==> src/rtl/fir_output_collector.sv <==
// fir_output_collector: merges per-channel toggle-flagged firengine samples into one tagged FWFT valid/ready stream
module fir_output_collector #(
  parameter int NUM_CHANNELS  = 5,
  parameter int LOG2CHANNELS  = 3,
  parameter int DATA_WIDTH    = 18,
  parameter int LOG2FIFODEPTH = 4,
  parameter int FIFODEPTH     = 16
) (
  input  logic                               iClk,
  input  logic                               iRst,
  input  logic [NUM_CHANNELS-1:0]            iDataChanged,
  input  logic [NUM_CHANNELS*DATA_WIDTH-1:0] iData,
  output logic                               oValid,
  input  logic                               iReady,
  output logic [DATA_WIDTH-1:0]              oData,
  output logic [LOG2CHANNELS-1:0]            oChannel,
  output logic [LOG2FIFODEPTH:0]             oFifoLevel,
  output logic [NUM_CHANNELS-1:0]            oOverflow,
  input  logic [NUM_CHANNELS-1:0]            iClearOverflow
);
  logic [NUM_CHANNELS-1:0]  prevToggle, pending, evt, grantVec;
  logic [DATA_WIDTH-1:0]    hold [NUM_CHANNELS];
  logic [DATA_WIDTH-1:0]    memData [FIFODEPTH];
  logic [LOG2CHANNELS-1:0]  memChan [FIFODEPTH];
  logic [LOG2CHANNELS-1:0]  rrPtr, grant;
  logic [LOG2FIFODEPTH-1:0] wrPtr, rdPtr;
  logic                     grantValid, push, pop;

  function automatic logic [LOG2CHANNELS-1:0] wrapIdx(input int v);
    return LOG2CHANNELS'(v % NUM_CHANNELS);
  endfunction

  assign evt = iDataChanged ^ prevToggle;

  // Scan downward so the nearest pending channel after rrPtr wins.
  always_comb begin
    grant = '0;
    grantValid = 1'b0;
    for (int i = NUM_CHANNELS; i >= 1; i--)
      if (pending[wrapIdx(int'(rrPtr) + i)]) begin
        grant = wrapIdx(int'(rrPtr) + i);
        grantValid = 1'b1;
      end
  end

  assign push     = grantValid && oFifoLevel != (LOG2FIFODEPTH+1)'(FIFODEPTH);
  assign pop      = oValid && iReady;
  assign grantVec = NUM_CHANNELS'(push) << grant;
  assign oValid   = oFifoLevel != '0;
  assign oData    = oValid ? memData[rdPtr] : '0;
  assign oChannel = oValid ? memChan[rdPtr] : '0;

  always_ff @(posedge iClk or negedge iRst)
    if (!iRst) begin
      prevToggle <= '0;
      pending    <= '0;
      oOverflow  <= '0;
      rrPtr      <= LOG2CHANNELS'(NUM_CHANNELS - 1);
      wrPtr      <= '0;
      rdPtr      <= '0;
      oFifoLevel <= '0;
      for (int c = 0; c < NUM_CHANNELS; c++) hold[c] <= '0;
    end else begin
      prevToggle <= iDataChanged;
      if (push) rrPtr <= grant;
      wrPtr      <= wrPtr + LOG2FIFODEPTH'(push);
      rdPtr      <= rdPtr + LOG2FIFODEPTH'(pop);
      oFifoLevel <= oFifoLevel + (LOG2FIFODEPTH+1)'(push) - (LOG2FIFODEPTH+1)'(pop);
      for (int c = 0; c < NUM_CHANNELS; c++) begin
        if (evt[c]) begin
          hold[c]    <= iData[c*DATA_WIDTH +: DATA_WIDTH];
          pending[c] <= 1'b1;
        end else if (grantVec[c]) pending[c] <= 1'b0;
        if (evt[c] && pending[c] && !grantVec[c]) oOverflow[c] <= 1'b1;
        else if (iClearOverflow[c]) oOverflow[c] <= 1'b0;
      end
    end

  always_ff @(posedge iClk)
    if (push) begin
      memData[wrPtr] <= hold[grant];
      memChan[wrPtr] <= grant;
    end
endmodule

==> config.mk <==
export PLATFORM = sky130hd
export DESIGN_NAME = fir_output_collector
export DESIGN_NICKNAME = d
export VERILOG_FILES = /design/src/rtl/fir_output_collector.sv
export SDC_FILE = /design/constraint.sdc
export NUM_CORES = 1
export LEC_CHECK = 0
export ABC_AREA = 1
export ABC_CLOCK_PERIOD_IN_PS = 8700
export BUFFER_PORTS_ARGS = -buffer_cell sky130_fd_sc_hd__buf_4
export CAP_MARGIN = 20
export CORE_MARGIN = 5
export CORE_UTILIZATION = 60
export CTS_BUF_LIST = sky130_fd_sc_hd__clkbuf_8
export CTS_CLUSTER_DIAMETER = 150
export DETAILED_ROUTE_END_ITERATION = 8
export GPL_TIMING_DRIVEN = 0
export HOLD_SLACK_MARGIN = 0.05
export PLACE_DENSITY = 0.79
export SYNTH_ARGS = -nofsm -noshare
export SYNTH_HDL_FRONTEND = slang
export SYNTH_SLANG_ARGS = --single-unit
==> constraint.sdc <==
create_clock -name iClk -period 8.7 [get_ports iClk]
set_clock_uncertainty 0.2 [all_clocks]
set_input_delay 0.87 -clock iClk [delete_from_list [all_inputs] [get_ports iClk]]
set_output_delay 0.87 -clock iClk [all_outputs]
set_load 0.01 [all_outputs]
# Word-level counts from Yosys, hierarchy flattened
# Memory sizes are Yosys's and may differ from the RTL's.
# Index checks and enable logic that the tools add are counted.
[word_totals]
ff_bits = 121
inputBits = 103
latch_bits = 0
out_inout_bits = 32
rom_bits = 0
memories = 2
ramBits = 336
[mem_list]
columns = ["memory", "depth", "word_bits", "rd", "rd_ports_with_merged_regs", "write_ports", "line_no", "text"]
rows = [
  ["memData", 16, 18, 1, 0, 1, "23", "logic [DATA_WIDTH-1:0] memData [FIFODEPTH];"],
  ["memChan", 16, 3, 1, 0, 1, "24", "logic [LOG2CHANNELS-1:0] memChan [FIFODEPTH];"],
]
[classes]
mul = 0
addsub = 9
div = 5
magnitude_cmp = 6
n_reduce_logical = 28
mux = 47
n_bitwise = 2
shift = 1
n_eq_ne = 1
[op_table]
columns = ["op", "count"]
rows = [
  ["modulo 32 x 4 -> 32 bit (second input constant)", 5],
  ["binary-select mux 18 bit (select 3 bit)", 1],
  ["two-way mux 18 bit", 3],
  ["two-way mux 1 bit", 32],
  ["less-than comparator 3 x 4 -> 1 bit (second input constant)", 5],
  ["nonzero test 2 bit", 10],
  ["two-way mux 3 bit", 6],
  ["binary-select mux 1 bit (select 3 bit)", 5],
  ["logical AND 1 bit", 12],
  ["adder 3 x 2 -> 4 bit (second input constant)", 2],
  ["adder 3 x 3 -> 4 bit (second input constant)", 2],
  ["adder 4 x 1 -> 4 bit", 2],
  ["adder 5 x 1 -> 5 bit", 1],
  ["zero test 1 bit", 5],
  ["inequality test 5 bit (second input constant)", 1],
  ["nonzero test 5 bit", 1],
  ["left shift 1 x 3 -> 5 bit", 1],
  ["subtractor 5 x 1 -> 5 bit", 1],
  ["bitwise XOR 5 bit", 1],
  ["adder 3 x 1 -> 4 bit (second input constant)", 1],
  ["greater-or-equal comparator 4 bit (second input constant)", 1],
  ["inverter 3 -> 4 bit", 1],
]

# Depth between registers and ports, before layout
# Gate-level depths: netlist of the first run.
[logic_depth]
depth_word = 14
ltp_mapped = 35

# Worst setup path after synthesis of the first run
# Ideal clock, no wire load.
[synth_path]
path_kind = "reg2reg"
from = "register rrPtr[1]"
to = "register oFifoLevel[4]"
t_arrival_ps = 4770
setup_ps = 128
path_stages_with_launch = 31
path_slack_ps = 3602
path_cell_list = "dfrtp_1 inv_1 ha_1 inv_1 ha_1 inv_1 nand4_1 nand2_1 xor2_1 ha_1 inv_1 or2_2 nand3_2 nand2_2 nand2_1 nand3_1 nand3_1 nand2_1 nand2_1 nand2_2 nor2_2 nand2_1 o21bai_2 ha_1 inv_1 ha_1 inv_1 fa_1 o21ai_0 a21oi_1 xor2_1"
[synth_between]
elab_chain_len = 12
[synth_lines]
columns = ["item", "line_no", "text"]
rows = [
  ["from (decl)", "25", "logic [LOG2CHANNELS-1:0] rrPtr, grant;"],
  ["from (signal assigned)", "58", "rrPtr <= LOG2CHANNELS'(NUM_CHANNELS - 1);"],
  ["from (signal assigned)", "65", "if (push) rrPtr <= grant;"],
  ["adder 3 x 3 -> 4 bit", "40", "if (pending[wrapIdx(int'(rrPtr) + i)]) begin"],
  ["modulo 32 x 4 -> 32 bit", "30", "return LOG2CHANNELS'(v % NUM_CHANNELS);"],
  ["binary-select mux 1 bit (select 3 bit)", "40", ""],
  ["two-way mux 1 bit (not written as such)", "40", ""],
  ["two-way mux 1 bit (4 in a row)", "40", ""],
  ["two-way mux 1 bit *", "40", ""],
  ["logical AND 1 bit *", "46", "assign push = grantValid && oFifoLevel != (LOG2FIFODEPTH+1)'(FIFODEPTH);"],
  ["adder 5 x 1 -> 5 bit *", "68", "oFifoLevel <= oFifoLevel + (LOG2FIFODEPTH+1)'(push) - (LOG2FIFODEPTH+1)'(pop);"],
  ["subtractor 5 x 1 -> 5 bit *", "68", ""],
  ["to (signal assigned)", "68", ""],
  ["to (decl)", "17", "output logic [LOG2FIFODEPTH:0] oFifoLevel,"],
]
# Every way passes the cells marked *; elsewhere a longest branch is shown, timed or not. The select of a mux whose other input is x is not followed.
# A chain may end at the register's enable or synchronous reset.

# Worst setup path after layout of the first run
[layout_path]
from = "register rrPtr[1]"
to = "memory memData[0][6], data pin"
[layout_between]
elab_chain_len = 13
[layout_lines]
columns = ["item", "line_no", "text"]
rows = [
  ["adder 3 x 3 -> 4 bit", "40, 41", ""],
  ["modulo 32 x 4 -> 32 bit", "30", ""],
  ["binary-select mux 1 bit (select 3 bit)", "40", ""],
  ["two-way mux 1 bit (not written as such)", "40", ""],
  ["two-way mux 3 bit (4 in a row)", "40", ""],
  ["two-way mux 3 bit *", "40", ""],
  ["named net grant[1]", "25", ""],
  ["inverter 3 -> 4 bit (not written as such) *", "81", "memData[wrPtr] <= hold[grant];"],
  ["binary-select mux 18 bit (select 3 bit) *", "81", ""],
  ["two-way mux 18 bit (not written as such) * (2 in a row)", "81", ""],
  ["to (decl)", "23", ""],
]
# Mark *: on every way through the listed nets, which the timed path passes. The rest lies on a longest branch. The select of a mux whose other input is x is not followed.

==> results of run 1 <==
[layout make-up]
class                   instances  area share (%)
multi-input cells            1200           26.97
clock inverters                46           1.148
clock buffers                  82           4.794
well taps                     448           2.381
repair buffers                153           5.761
plain buffers                  87           1.669
inverters                      96           1.552
flip-flops and latches        457           55.72
[placed cells by master, fill, tap and decap left out, drive strengths merged, types with 36 or more instances in the layout]
master,n
ha,36
dfrtp,120
o22ai,43
nand3,93
mux2i,42
clkbuf,148
a21oi,69
nor2,151
buf,172
mux2,36
edfxtp,336
o21ai,123
nand2,511
inv,116
[state kept, by name, indices dropped and copies added (netlist names)]
signal / flops
prevToggle: 5
rrPtr: 3
memChan: 48
oOverflow: 5
rdPtr: 4
pending: 5
memData: 288
oFifoLevel: 5
hold: 90
wrPtr: 4
[through the flow]
step | hold WS (ns) | cells | setup slack [ns] | instance area, um^2
finish | 0.1720 | 2569 | 2.319 | 23540
global route | 0.1508 | 2569 | 1.864 | 23540
CTS | 0.1456 | 2569 | 2.390 | 23540
detailed placement | 0.2653 | 2440 | 2.426 | 22130
global placement | 0.2620 | 2422 | 2.314 | 21750
floorplan | 0.2492 | 1840 | 3.602 | 20190
[synthesized netlist by cell type, types with 10 or more instances]
cell type  count  area share, %
o21ai_0      112            2.8
edfxtp_1     336             50
a211oi_1      21           0.78
nor2_1       145            2.7
nand2_1      491            9.1
o22ai_1       42            1.3
dfrtp_1      120             15
mux2_2        36            2.0
nand2_2       16           0.50
o221ai_1      21           0.91
ha_1          36            2.2
inv_1         80            1.5
clkbuf_1      66            1.2
mux2i_1       42            2.1
a21oi_1       68            1.7
o21ai_1       10           0.25
nor3_1        21           0.52
nand3_1       91            2.3
[worst min-delay path by stage]
stage / to / slack, ns / depth (start not counted)
4_1_cts: prevToggle[4]$_DFF_PN0_ / 0.15 / 1
6_report: prevToggle[4]$_DFF_PN0_ / 0.17 / 1
2_1_floorplan: hold[0]$_DFFE_PN0N_ / 0.25 / 2
5_1_grt: prevToggle[4]$_DFF_PN0_ / 0.15 / 1
3_3_place_gp: hold[27]$_DFFE_PN0N_ / 0.26 / 2
3_5_place_dp: hold[15]$_DFFE_PN0N_ / 0.27 / 2
[worst max-delay path: cells and delay by family, from the launching register on]
family,cells,cell delay [ns]
AO/OA/AOI/OAI,1,0.59
XOR/XNOR,1,0.30
adder cells (fa/ha/maj),3,1.02
buffers and inverters,6,0.81
flip-flops,1,0.58
AND/OR/NAND/NOR,17,2.29
[per-layer routing]
| metal | track usage [%] | vias to the layer above | share of wire [%] |
|---|---|---|---|
| met5 | 0 | - | 0 |
| met4 | 11.12 | 0 | 3.8 |
| met3 | 6.349 | 124 | 9.1 |
| met2 | 46.71 | 826 | 49 |
| met1 | 35.52 | 7214 | 38 |
| li1 | - | 6849 | - |
[cells by family (layout without fill, tap and decap cells)]
logic type      Yosys count  after routing  synth area share (%)
xor+xnor                 14             14                0.6074
flops                   457            457                 64.99
compound gates          280            280                 8.039
simple gates            791            791                 16.19
mux                      78             78                 4.091
buf+inv                 183            464                 3.756
fa+ha+maj                37             37                 2.330
==> impl_metrics.env, run 1 <==
export IMPL_cpMostUsedCell="nand2_1"
export IMPL_clock_latency_ns=0.61
export IMPL_grt_max_degree=79
export IMPL_synth_edf_count=336
export IMPL_yosysSeqAreaShare_pct=64.99
export IMPL_grt_pass1_vias=14910
export IMPL_avgViaCountPerCell=5.844
export IMPL_startpoint="rrPtr[1]$_DFFE_PN0P_"
export IMPL_place_hpwl_um=37160
export IMPL_routed_wl_um=53380
export IMPL_slowest_stage="nand3_1"
export IMPL_root_buffer="clkbuf_8"
export IMPL_post_cts_resized=0
export IMPL_regArea_mm2=0.01312
export IMPL_cpPeakStageDelay_ns=0.61
export IMPL_end_kind="flip-flop"
export IMPL_arrival_ns=6.25
export IMPL_async_reset_ff_share_pct=26.48
export IMPL_postSynthAreaPerCell_um2=10.97
export IMPL_cts_buffers=72
export IMPL_fin_crit_sh_pct=73.35
export IMPL_fillCellCount=2330
export IMPL_core_area_mm2=0.03336
export IMPL_grt_pass1_wl_um=81870
export IMPL_drv_slew=0
export IMPL_min_period_ns=6.381
export IMPL_ctsHoldBuffers=1
export IMPL_ys_ff_latch=457
export IMPL_ys_flop_type="edfxtp_1"
export IMPL_synthesis_nets=1980
export IMPL_timing_fmax_mhz=156.7
export IMPL_io_pins=135
export IMPL_clockBufferDepth=3
export IMPL_row_count=67
export IMPL_rsz0062_at_grt="no"
export IMPL_tightest_slew_ns=0.9137
export IMPL_grt_util_all_layers_pct=27.85
export IMPL_post_cts_buffers=0
export IMPL_fin_util_pct=70.56
export IMPL_cts_sinks=457
export IMPL_ys_types=45
export IMPL_drive_gt1_share_pct=17.02
export IMPL_drc_errors=0
export IMPL_die_w_um=193.4
export IMPL_r2r_cells=28
export IMPL_grt_antenna_before_repair=0
export IMPL_wl_per_cell_um=20.78
export IMPL_fin_setup_tns_ns=0
export IMPL_place_gp_congestion=0.9100
export IMPL_endpoint="memData[0][6]$_DFFE_PP_"
export IMPL_multiInputGateArea_mm2=0.006350
export IMPL_cts_tree="done"
export IMPL_min_path_type="input port to flip-flop"
export IMPL_vias=15010
export IMPL_outcome="complete, no violations"
export IMPL_hold_viol=0
export IMPL_final_nets=2207
export IMPL_ant_nets=0
export IMPL_drt_iter0_drc=1441
export IMPL_diodes=0
export IMPL_min_from="iDataChanged[4]"
export IMPL_yosys_warnings=0
export IMPL_r2r_slack_ns=2.32
export IMPL_area_growth_pct=16.62
export IMPL_finalSetupViolations=0
export IMPL_maxSlewHeadroom_pct=38.92
export IMPL_numPortBuffers=134
export IMPL_drtPass1Iterations=7
export IMPL_start_kind="flip-flop"
export IMPL_cp_required_ns=8.57
export IMPL_r2r_end="memData[0][6]$_DFFE_PP_"
export IMPL_die_h_um=193.4
export IMPL_rr_startpoint="rrPtr[1]$_DFFE_PN0P_"
export IMPL_synthesis_area_mm2=0.02019
export IMPL_drv_cap=0
export IMPL_overflow=0
export IMPL_dieArea_mm2=0.03741
export IMPL_htreeDepth=3
export IMPL_synth_cells=1840
export IMPL_worstPathMaxFanout=24
export IMPL_start_util_pct=60.50
export IMPL_path_clk_slew_ns=0.07
export IMPL_critical_path_class="flip-flop to flip-flop"
Power of run 1 is not shown: default switching activity piles up to over one toggle a cycle in this logic, so the estimate is an artifact.
==> inputs of run 2 (changes only) <==
--- a/config.mk
+++ b/config.mk
@@ -6,7 +6,7 @@
 export NUM_CORES = 1
 export LEC_CHECK = 0
 export ABC_AREA = 1
-export ABC_CLOCK_PERIOD_IN_PS = 8700
+export ABC_CLOCK_PERIOD_IN_PS = 6000
 export BUFFER_PORTS_ARGS = -buffer_cell sky130_fd_sc_hd__buf_4
 export CAP_MARGIN = 20
 export CORE_MARGIN = 5
==> constraint.sdc (replaced) <==
create_clock -name iClk -period 6 [get_ports iClk]
set_clock_uncertainty 0.2 [all_clocks]
set_input_delay 0.6 -clock iClk [delete_from_list [all_inputs] [get_ports iClk]]
set_output_delay 0.6 -clock iClk [all_outputs]
set_load 0.01 [all_outputs]
==> run 2 against run 1 <==
  * Global-route usage grew 3.5 points
  * Routed wire length grew 13%
  * Sequential cell count is the same
  * Cell area grew 4.9%
  * Worst hold slack gained 0.081 ns
  * Highest routed layer is now met5
  * Count of clock-buffer cells in the layout is the same
  * First-iteration DRC count grew 20%
  * Cell count grew 4.0%
==> impl_metrics.env, run 2 (synthesized netlist as in run 1, its figures left out) <==
export IMPL_slowest_stage="dfrtp_2"
export IMPL_worstPathMaxFanout=13
export IMPL_routed_wl_um=60100
export IMPL_row_count=67
export IMPL_critical_path_class="flip-flop to flip-flop"
export IMPL_clockBufferDepth=3
export IMPL_r2r_cells=31
export IMPL_grt_antenna_before_repair=2
export IMPL_largest_reg_flops=288
export IMPL_drt_iter0_drc=1736
export IMPL_cpMostUsedCell="nand2_1"
export IMPL_arrival_ns=5.89
export IMPL_cp_required_ns=6.27
export IMPL_grt_util_all_layers_pct=31.37
export IMPL_drive_gt1_share_pct=17.24
export IMPL_drv_slew=0
export IMPL_min_path_type="input port to flip-flop"
export IMPL_cts_buffers=72
export IMPL_cpPeakStageDelay_ns=0.45
export IMPL_root_buffer="clkbuf_8"
export IMPL_largest_register="memData"
export IMPL_fillCellCount=2073
export IMPL_numPortBuffers=134
export IMPL_tightest_slew_ns=0.8818
export IMPL_maxSlewHeadroom_pct=41.21
export IMPL_cts_sinks=457
export IMPL_path_clk_slew_ns=0.07
export IMPL_end_kind="flip-flop"
export IMPL_overflow=0
export IMPL_postPlaceCellArea_mm2=0.02213
export IMPL_place_hpwl_um=37160
export IMPL_layout_commonest_cell="nand2_1"
export IMPL_htreeDepth=3
export IMPL_grt_max_degree=79
export IMPL_start_util_pct=60.50
export IMPL_ant_nets=0
export IMPL_clock_latency_ns=0.63
export IMPL_grt_pass1_vias=16290
export IMPL_final_nets=2308
export IMPL_outcome="complete, no violations"
export IMPL_finalSetupViolations=0
export IMPL_drtPass1Iterations=8
export IMPL_start_kind="flip-flop"
export IMPL_core_area_mm2=0.03336
export IMPL_drv_cap=0
export IMPL_post_cts_buffers=0
export IMPL_avgViaCountPerCell=6.024
export IMPL_place_gp_congestion=0.9100
export IMPL_hold_viol=0
export IMPL_die_w_um=193.4
export IMPL_min_period_ns=5.623
export IMPL_top_regs="memData (288), hold (90), memChan (48)"
export IMPL_io_pins=135
export IMPL_final_cell_area_mm2=0.02469
export IMPL_cts_tree="done"
export IMPL_fin_crit_sh_pct=93.72
export IMPL_die_h_um=193.4
export IMPL_grt_pass1_wl_um=91600
export IMPL_layout_common_cells="nand2_1, edfxtp_1, buf_4"
export IMPL_vias=16100
export IMPL_dieArea_mm2=0.03741
export IMPL_area_growth_pct=22.32
export IMPL_whs_path_depth=4
export IMPL_wl_per_cell_um=22.49
export IMPL_timing_fmax_mhz=177.8
export IMPL_drc_errors=0
run 2: cell types whose count changed in the layout (fill, tap and decap cells not counted), moves of 3 or more:
cell | before | now
nand3_2 | 2 | 13
dlygate4sd3_1 | 1 | 101
nand2_2 | 16 | 19
nand2_1 | 491 | 488
nand3_4 | 0 | 3
nand3_1 | 91 | 77
run 2: through the flow:
stage	setup WS, ns	std cells	hold slack (ns)	utilization (%)	TNS (ns)
after detailed placement	-0.2740	2440	0.2653	66.34	-25.61
after global routing	-0.03184	2671	0.2620	74.00	-0.03184
after floorplan	0.9019	1840	0.1044	-	0
after global placement	-0.3861	2422	0.2620	65.20	-94.61
final	0.3766	2672	0.2533	74.01	0
after CTS	0.03917	2670	0.2077	73.72	0
run 2: worst max-delay path, delay by kind of cell (launching register included):
family	cells	cell delay, ns
flops	1	0.45
buf+inv	7	0.85
xor+xnor	2	0.36
compound gates	3	0.49
fa+ha+maj	6	1.57
simple gates	13	1.53
run 2: cell type report:
cell class,instances,area (um^2),area share [%]
clock inverters,46,270.3,1.095
well taps,448,560.5,2.270
clock buffers,82,1129,4.571
flip-flops and latches,457,13120,53.14
multi-input cells,1201,6491,26.29
repair buffers,253,2357,9.547
inverters,96,365.4,1.480
diodes,2,5.005,0.02027
plain buffers,87,392.9,1.591
run 2: what timing repair did:
action                                 4_1_cts  5_1_grt
hold buffers                               101        0
endpoints found under the hold margin      143        0
setup endpoints to repair                  225      369
pin swaps                                    1        0
gates resized for setup                      9       18
gates cloned                                 1        0
run 2: metal layers:
metal	part of all wire [%]	track usage, %
met1	36	38.02
met2	49	53.06
met3	9.8	7.358
met4	5.3	15.71
met5	0.012	0
run 2: path summary, 6_finish.rpt:
path	start	to	slack (ns)
worst max-delay path	rrPtr[0]$_DFFE_PN0P_	oFifoLevel[4]$_DFF_PN0_	0.38
worst min register to register	hold[15]$_DFFE_PN0N_	hold[15]$_DFFE_PN0N_	0.28
max in group asynchronous	iRst	rrPtr[2]$_DFFE_PN1P_	4.50
min in group asynchronous	iRst	hold[85]$_DFFE_PN0N_	0.30
worst max register to register	rrPtr[0]$_DFFE_PN0P_	oFifoLevel[4]$_DFF_PN0_	0.38
worst min-delay path	iReady	rdPtr[0]$_DFF_PN0_	0.25
Power of run 2 is left out for the same reason.
